==> config.mk <==
export PLATFORM = sky130hd
export DESIGN_NAME = block_dropper
export DESIGN_NICKNAME = d
export VERILOG_FILES = /design/src/rtl/sky_pkg.sv /design/src/rtl/lfsr16.sv /design/src/rtl/block_dropper.sv
export SDC_FILE = /design/constraint.sdc
export NUM_CORES = 1
export LEC_CHECK = 0
export CAP_MARGIN = 20
export CORE_MARGIN = 2
export CORE_UTILIZATION = 50
export DETAILED_ROUTE_END_ITERATION = 16
export PLACE_DENSITY = 0.75
export SLEW_MARGIN = 20
export SYNTH_ARGS = -nofsm -noshare
export SYNTH_HDL_FRONTEND = slang
export SYNTH_SLANG_ARGS = --single-unit
==> constraint.sdc <==
create_clock -name clk -period 8 [get_ports clk]
set_input_delay 1.6 -clock clk [delete_from_list [all_inputs] [get_ports clk]]
set_output_delay 1.6 -clock clk [all_outputs]
set_load 0.01 [all_outputs]
==> src/rtl/sky_pkg.sv <==
// Shared constants, colour codes and state encoding for the falling-block game.
package sky_pkg;

    // Playfield and block geometry in pixels; stack capacity in blocks.
    localparam int SCREEN_W   = 640;
    localparam int SCREEN_H   = 480;
    localparam int BLOCK_W    = 32;
    localparam int BLOCK_H    = 16;
    localparam int MAX_BLOCKS = 16;

    // Colour codes; EMPTY marks an unoccupied stack slot and is never spawned.
    localparam logic [1:0] COLOR_EMPTY = 2'd0;
    localparam logic [1:0] COLOR_1     = 2'd1;
    localparam logic [1:0] COLOR_2     = 2'd2;
    localparam logic [1:0] COLOR_3     = 2'd3;

    typedef enum logic [1:0] {
        IDLE  = 2'd0,
        SPAWN = 2'd1,
        FALL  = 2'd2,
        WAIT  = 2'd3
    } drop_state_t;

endpackage

==> src/rtl/lfsr16.sv <==
// Free-running 16-bit Fibonacci LFSR (taps 16,14,13,11) used as a game randomness source.
module lfsr16 (
    input  logic        clk,
    input  logic        rst,
    input  logic [15:0] seed,
    output logic [15:0] q
);

    logic fb;

    assign fb = q[15] ^ q[13] ^ q[12] ^ q[10];

    // Shift every cycle; reload the seed on reset (seed must be nonzero).
    always_ff @(posedge clk) begin
        if (rst) q <= seed;
        else     q <= {q[14:0], fb};
    end

endmodule

==> src/rtl/block_dropper.sv <==
// Spawns a falling block at a random column/colour, moves it down on a divided
// tick, and reports whether it lands on the stack top or falls off the screen.
module block_dropper
    import sky_pkg::*;
#(
    parameter int          TICK_DIV      = 250000,
    parameter int          FALL_STEP     = 2,
    parameter int          RESPAWN_TICKS = 32,
    parameter logic [15:0] SEED          = 16'hACE1
) (
    input  logic       clk,
    input  logic       rst,
    input  logic       enable,
    input  logic [9:0] pos_x,
    input  logic [9:0] pos_y,
    input  logic [9:0] height,
    output logic [9:0] fall_x,
    output logic [9:0] fall_y,
    output logic [1:0] fall_color,
    output logic       fall_valid,
    output logic       caught,
    output logic       missed,
    output logic       full
);

    localparam int CNT_W     = (TICK_DIV > 1) ? $clog2(TICK_DIV) : 1;
    localparam int WCNT_W    = (RESPAWN_TICKS > 1) ? $clog2(RESPAWN_TICKS) : 1;
    localparam int BLK_SHIFT = $clog2(BLOCK_H);
    localparam int SP_W      = 10 + BLK_SHIFT;

    drop_state_t       state, state_nxt;
    logic [CNT_W-1:0]  tick_cnt;
    logic [WCNT_W-1:0] wait_cnt;
    logic              tick, wait_last, stack_full;
    logic [15:0]       lfsr_q;
    logic              lfsr_unused;

    logic [SP_W-1:0]   stack_px;
    logic [9:0]        top_y, land_y, spawn_r, spawn_x;
    logic [1:0]        spawn_col;
    logic [10:0]       ny, adx;
    logic signed [10:0] dx;
    logic              overlap, cross_lo, cross_hi, off_bottom;

    logic [9:0]        fall_x_nxt, fall_y_nxt;
    logic [1:0]        color_nxt;
    logic              valid_nxt, caught_nxt, missed_nxt;

    lfsr16 u_lfsr (
        .clk  (clk),
        .rst  (rst),
        .seed (SEED),
        .q    (lfsr_q)
    );

    // Only the low 12 bits feed spawn position and colour.
    assign lfsr_unused = ^lfsr_q[15:12];

    assign stack_full = (height >= 10'(MAX_BLOCKS));
    assign tick       = ((state == FALL) || (state == WAIT)) &&
                        (tick_cnt == CNT_W'(TICK_DIV - 1));
    assign wait_last  = (wait_cnt == WCNT_W'(RESPAWN_TICKS - 1));

    // Stack top surface; a stack taller than its base position clamps to row 0.
    assign stack_px = SP_W'(height) << BLK_SHIFT;
    assign top_y    = (stack_px > SP_W'(pos_y)) ? '0 : pos_y - stack_px[9:0];
    assign land_y   = (top_y >= 10'(BLOCK_H)) ? top_y - 10'(BLOCK_H) : '0;

    // Spawn column folds out-of-range LFSR values back onto the playfield.
    assign spawn_r   = lfsr_q[9:0];
    assign spawn_x   = (spawn_r <= 10'(SCREEN_W - BLOCK_W)) ? spawn_r : spawn_r - 10'd512;
    assign spawn_col = (lfsr_q[11:10] == COLOR_EMPTY) ? COLOR_1 : lfsr_q[11:10];

    // Landing test: horizontal overlap plus the block bottom crossing the top surface
    // during this step (a block already below the surface is never caught).
    assign ny         = {1'b0, fall_y} + 11'(FALL_STEP);
    assign dx         = $signed({1'b0, fall_x}) - $signed({1'b0, pos_x});
    assign adx        = dx[10] ? -dx : dx;
    assign overlap    = (adx < 11'(BLOCK_W));
    assign cross_lo   = (({1'b0, ny} + 12'(BLOCK_H)) >= {2'b00, top_y});
    assign cross_hi   = (({2'b00, fall_y} + 12'(BLOCK_H)) <= {2'b00, top_y});
    assign off_bottom = (ny >= 11'(SCREEN_H));

    // Next-state and next-output logic; catch takes priority over the bottom edge.
    always_comb begin
        state_nxt  = state;
        fall_x_nxt = fall_x;
        fall_y_nxt = fall_y;
        color_nxt  = fall_color;
        valid_nxt  = fall_valid;
        caught_nxt = 1'b0;
        missed_nxt = 1'b0;
        if (!enable) begin
            state_nxt = IDLE;
            valid_nxt = 1'b0;
        end else begin
            case (state)
                IDLE: begin
                    valid_nxt = 1'b0;
                    if (!stack_full) state_nxt = SPAWN;
                end
                SPAWN: begin
                    fall_x_nxt = spawn_x;
                    fall_y_nxt = '0;
                    color_nxt  = spawn_col;
                    valid_nxt  = 1'b1;
                    state_nxt  = FALL;
                end
                FALL: begin
                    if (tick) begin
                        if (overlap && cross_lo && cross_hi) begin
                            fall_y_nxt = land_y;
                            caught_nxt = 1'b1;
                            state_nxt  = WAIT;
                        end else if (off_bottom) begin
                            missed_nxt = 1'b1;
                            valid_nxt  = 1'b0;
                            state_nxt  = WAIT;
                        end else begin
                            fall_y_nxt = ny[9:0];
                        end
                    end
                end
                WAIT: begin
                    // A caught block stays visible for the one cycle the stack latches it.
                    valid_nxt = 1'b0;
                    if (tick && wait_last) state_nxt = stack_full ? IDLE : SPAWN;
                end
                default: state_nxt = IDLE;
            endcase
        end
    end

    // State and registered outputs.
    always_ff @(posedge clk) begin
        if (rst) begin
            state      <= IDLE;
            fall_x     <= '0;
            fall_y     <= '0;
            fall_color <= COLOR_EMPTY;
            fall_valid <= 1'b0;
            caught     <= 1'b0;
            missed     <= 1'b0;
            full       <= 1'b0;
        end else begin
            state      <= state_nxt;
            fall_x     <= fall_x_nxt;
            fall_y     <= fall_y_nxt;
            fall_color <= color_nxt;
            fall_valid <= valid_nxt;
            caught     <= caught_nxt;
            missed     <= missed_nxt;
            full       <= stack_full;
        end
    end

    // Movement tick divider and respawn tick count; both restart on every state change.
    always_ff @(posedge clk) begin
        if (rst || (state_nxt != state)) begin
            tick_cnt <= '0;
            wait_cnt <= '0;
        end else begin
            if (tick) tick_cnt <= '0;
            else if ((state == FALL) || (state == WAIT)) tick_cnt <= tick_cnt + CNT_W'(1);
            if ((state == WAIT) && tick) wait_cnt <= wait_cnt + WCNT_W'(1);
        end
    end

endmodule

==> out/metrics.yaml <==
grt_max_degree: 33
fin_crit_ns: 6.06
switchingPower_uw: 201
rsz0062_at_grt: "false"
dp_hpwl_um: 8590
synth_top_area_share_pct: 27.6
antenna_found_initial: 0
hold_class: "flip-flop to flip-flop"
core_sq_mm: 0.00933
cts_buffers: 9
fin_nets: 724
final_area_sq_mm: 0.00570
vias: 4307
ctsResizeCount: 0
grt_pass1_vias: 4048
post-route-period-util_pct: 75.7
crit_path_cell_trace: "clkdlybuf4s50_1 > inv_1 > ha_1 > a211oi_1 > o21ai_0 > nor3_1 > a41o_1 > and2_1 > ha_1 > nand2b_1 > a2111oi_0 > nor3_1 > or3_1 > a41o_1 > nand3_1 > o31ai_2 > a211o_1 > nor2_1"
vdd_drop_max_mv: 0.123
slew_violations: 0
synthArstFlopShare_pct: 0
avgViaCountPerCell: 5.59
layout_commonest_cell: "dfxtp_1"
r2r_cells: 16
final_cell_mix: "dfxtp_1, clkdlybuf4s50_1, nand2_1, ha_1, nor2_1"
portBuffers: 58
power.leakage_uw: 0.00220
synth_area_sq_mm: 0.00486
fmax_mhz: 165
yosys-top-cells-area: "dfxtp_1, ha_1, xnor2_1"
h-tree-depth: 3
worst_pin_slew_ns: 0.826
grt_overflow: 0
critical_path_class: "input port to flip-flop"
initial_core_util_pct: 52.1
r2r_slack_ns: 3.62
pwr-share-comb_pct: 13.2
io_pins: 59
gp_congestion: 0.901
p_per_area_mw_per_mm2: 130
maxCapViolCount: 0
relSlewSlack_pct: 44.2
n_antenna_cell: 0
status: "completed"
crit_arrival_ns: 6.35
required_ns: 8.29
root_buffer: "clkbuf_8"
syn_to_final_growth_pct: 17.2
grt.total_usage_pct: 22.3
routed_wl_um: 11100
num_rows: 35
die_area_sq_mm: 0.0105
synth_warnings: 0
cp_max_fo: 12
grt_first_pass_wirelength_um: 18800
swShare_pct: 27.2
clock-sinks: 67
tns_ns: 0
start_kind: "input port"
post_cts_buffers: 0
yosys_register_bits: 67
clock_path_buffers: 2
dpl.cell_count: 754
hold_viol: 0
synthCells: 587
cts_tree: "done"
ant_nets: 0
p_int_uw: 538
synth_fp_nets: 675
place_area_sq_mm: 0.00549
die_w_um: 103
clkTransAtPathRegs_ns: 0.08
synth_flop_cell: "dfxtp_1"
final_cells: 770
fin_skew_ns: 0.0130
max_stage_delay_ns: 0.48
drive_gt1_share_pct: 7.33
whs_path_depth: 1
p_seq_share_pct: 46.6
n_fill_cell: 849
p_clk_share_pct: 40.2
worstSetupEndpointType: "flip-flop"
dr.pass1.iters: 4
route.detailed.drc: 0
wire_per_inst_um: 14.5
cpMaxStageDelayCell: "clkdlybuf4s50_1"
finalSetupViolCount: 0
drtIter0Drc: 241
cts-hold-fix-buffers: 0
die_h_um: 103
synth_cell_type_count: 76
clk_latency_ns: 0.36
yosysTopAreaCell: "dfxtp_1"
synth_edf_count: 0
yosysSeqAreaShare_pct: 27.6
synth.avg_cell_area_sq_um: 8.28
==> routing by layer <==
metal	vias to the layer above	global-route usage [%]	routed length (um)
li1	2193	-	-
met2	92	36.7	5160
met1	2009	29.6	5310
met5	-	0	0
met4	0	6.77	159
met3	13	4.54	502
==> critical path: cells and delay by family <==
family          cells  cell delay (ns)
fa+ha+maj           2             0.61
simple gates        7             1.64
buf+inv             2             0.53
compound gates      7             1.95
==> power groups by stage <==
stage	registers, uW	clock network [uW]	logic, uW
3_5_place_dp	352	0	97.2
6_report	344	297	97.8
3_3_place_gp	352	0	94.8
2_1_floorplan	351	0	67.1
4_1_cts	344	304	97.7
5_1_grt	345	317	109
==> cell type report <==
type	instances	area (sq um)	area share, %
Tap cell	129	161	2.83
Inverter	39	146	2.57
Sequential cell	67	1340	23.6
Timing Repair Buffer	59	588	10.3
Multi-Input combinational cell	460	3250	57.1
Clock buffer	9	124	2.17
Clock inverter	7	83.8	1.47
==> synthesized netlist by cell type, types with 5 or more instances <==
| master | n |
|---|---|
| o21ai_0 | 12 |
| ha_1 | 53 |
| nand3_1 | 33 |
| nand4_1 | 11 |
| nor3_1 | 11 |
| clkbuf_1 | 12 |
| nand2_1 | 54 |
| and4_1 | 5 |
| or2_2 | 12 |
| dfxtp_1 | 67 |
| nor2_1 | 51 |
| a21oi_1 | 31 |
| nor3b_1 | 5 |
| inv_1 | 39 |
| nand2b_1 | 7 |
| nor4_1 | 7 |
| a21o_1 | 5 |
| xnor2_1 | 26 |
| a31oi_1 | 9 |
| o211ai_1 | 12 |
| xor2_1 | 23 |
| and3_1 | 7 |
| nor2b_1 | 11 |
==> state kept, by name, indices dropped and copies added (netlist names) <==
signal	flops
fall_x	10
fall_y	10
caught	1
state	2
tick_cnt	18
fall_color	2
fall_valid	1
wait_cnt	5
missed	1
full	1
u_lfsr.q	16
==> kinds of logic after synthesis <==
logic type / count (synthesis) / synth area share [%]
AO/OA/AOI/OAI: 108 / 15.3
adder cells (fa/ha/maj): 55 / 14.5
XOR/XNOR: 49 / 8.83
AND/OR/NAND/NOR: 241 / 26.4
flip-flops: 67 / 27.6
buffers and inverters: 60 / 5.51
multiplexers: 7 / 1.85
==> metrics by stage <==
| step | util (%) | total power (uW) | setup slack, ns | hold slack (ns) |
|---|---|---|---|---|
| global placement | 58.8 | 446 | 1.86 | 0.394 |
| CTS | 61.1 | 745 | 2.03 | 0.419 |
| global route | 61.1 | 771 | 1.68 | 0.433 |
| finish | 61.1 | 739 | 1.94 | 0.414 |
| floorplan | - | 418 | 2.69 | 0.389 |
| detailed placement | 58.8 | 449 | 1.68 | 0.399 |
==> path summary, 6_finish.rpt <==
check,from,endpoint
min,u_lfsr.q[14],u_lfsr.q[15]
min reg2reg,u_lfsr.q[14],u_lfsr.q[15]
max,pos_y[7],tick_cnt[0]
max reg2reg,fall_y[1],tick_cnt[0]
Power figures use the tool's default switching activity.
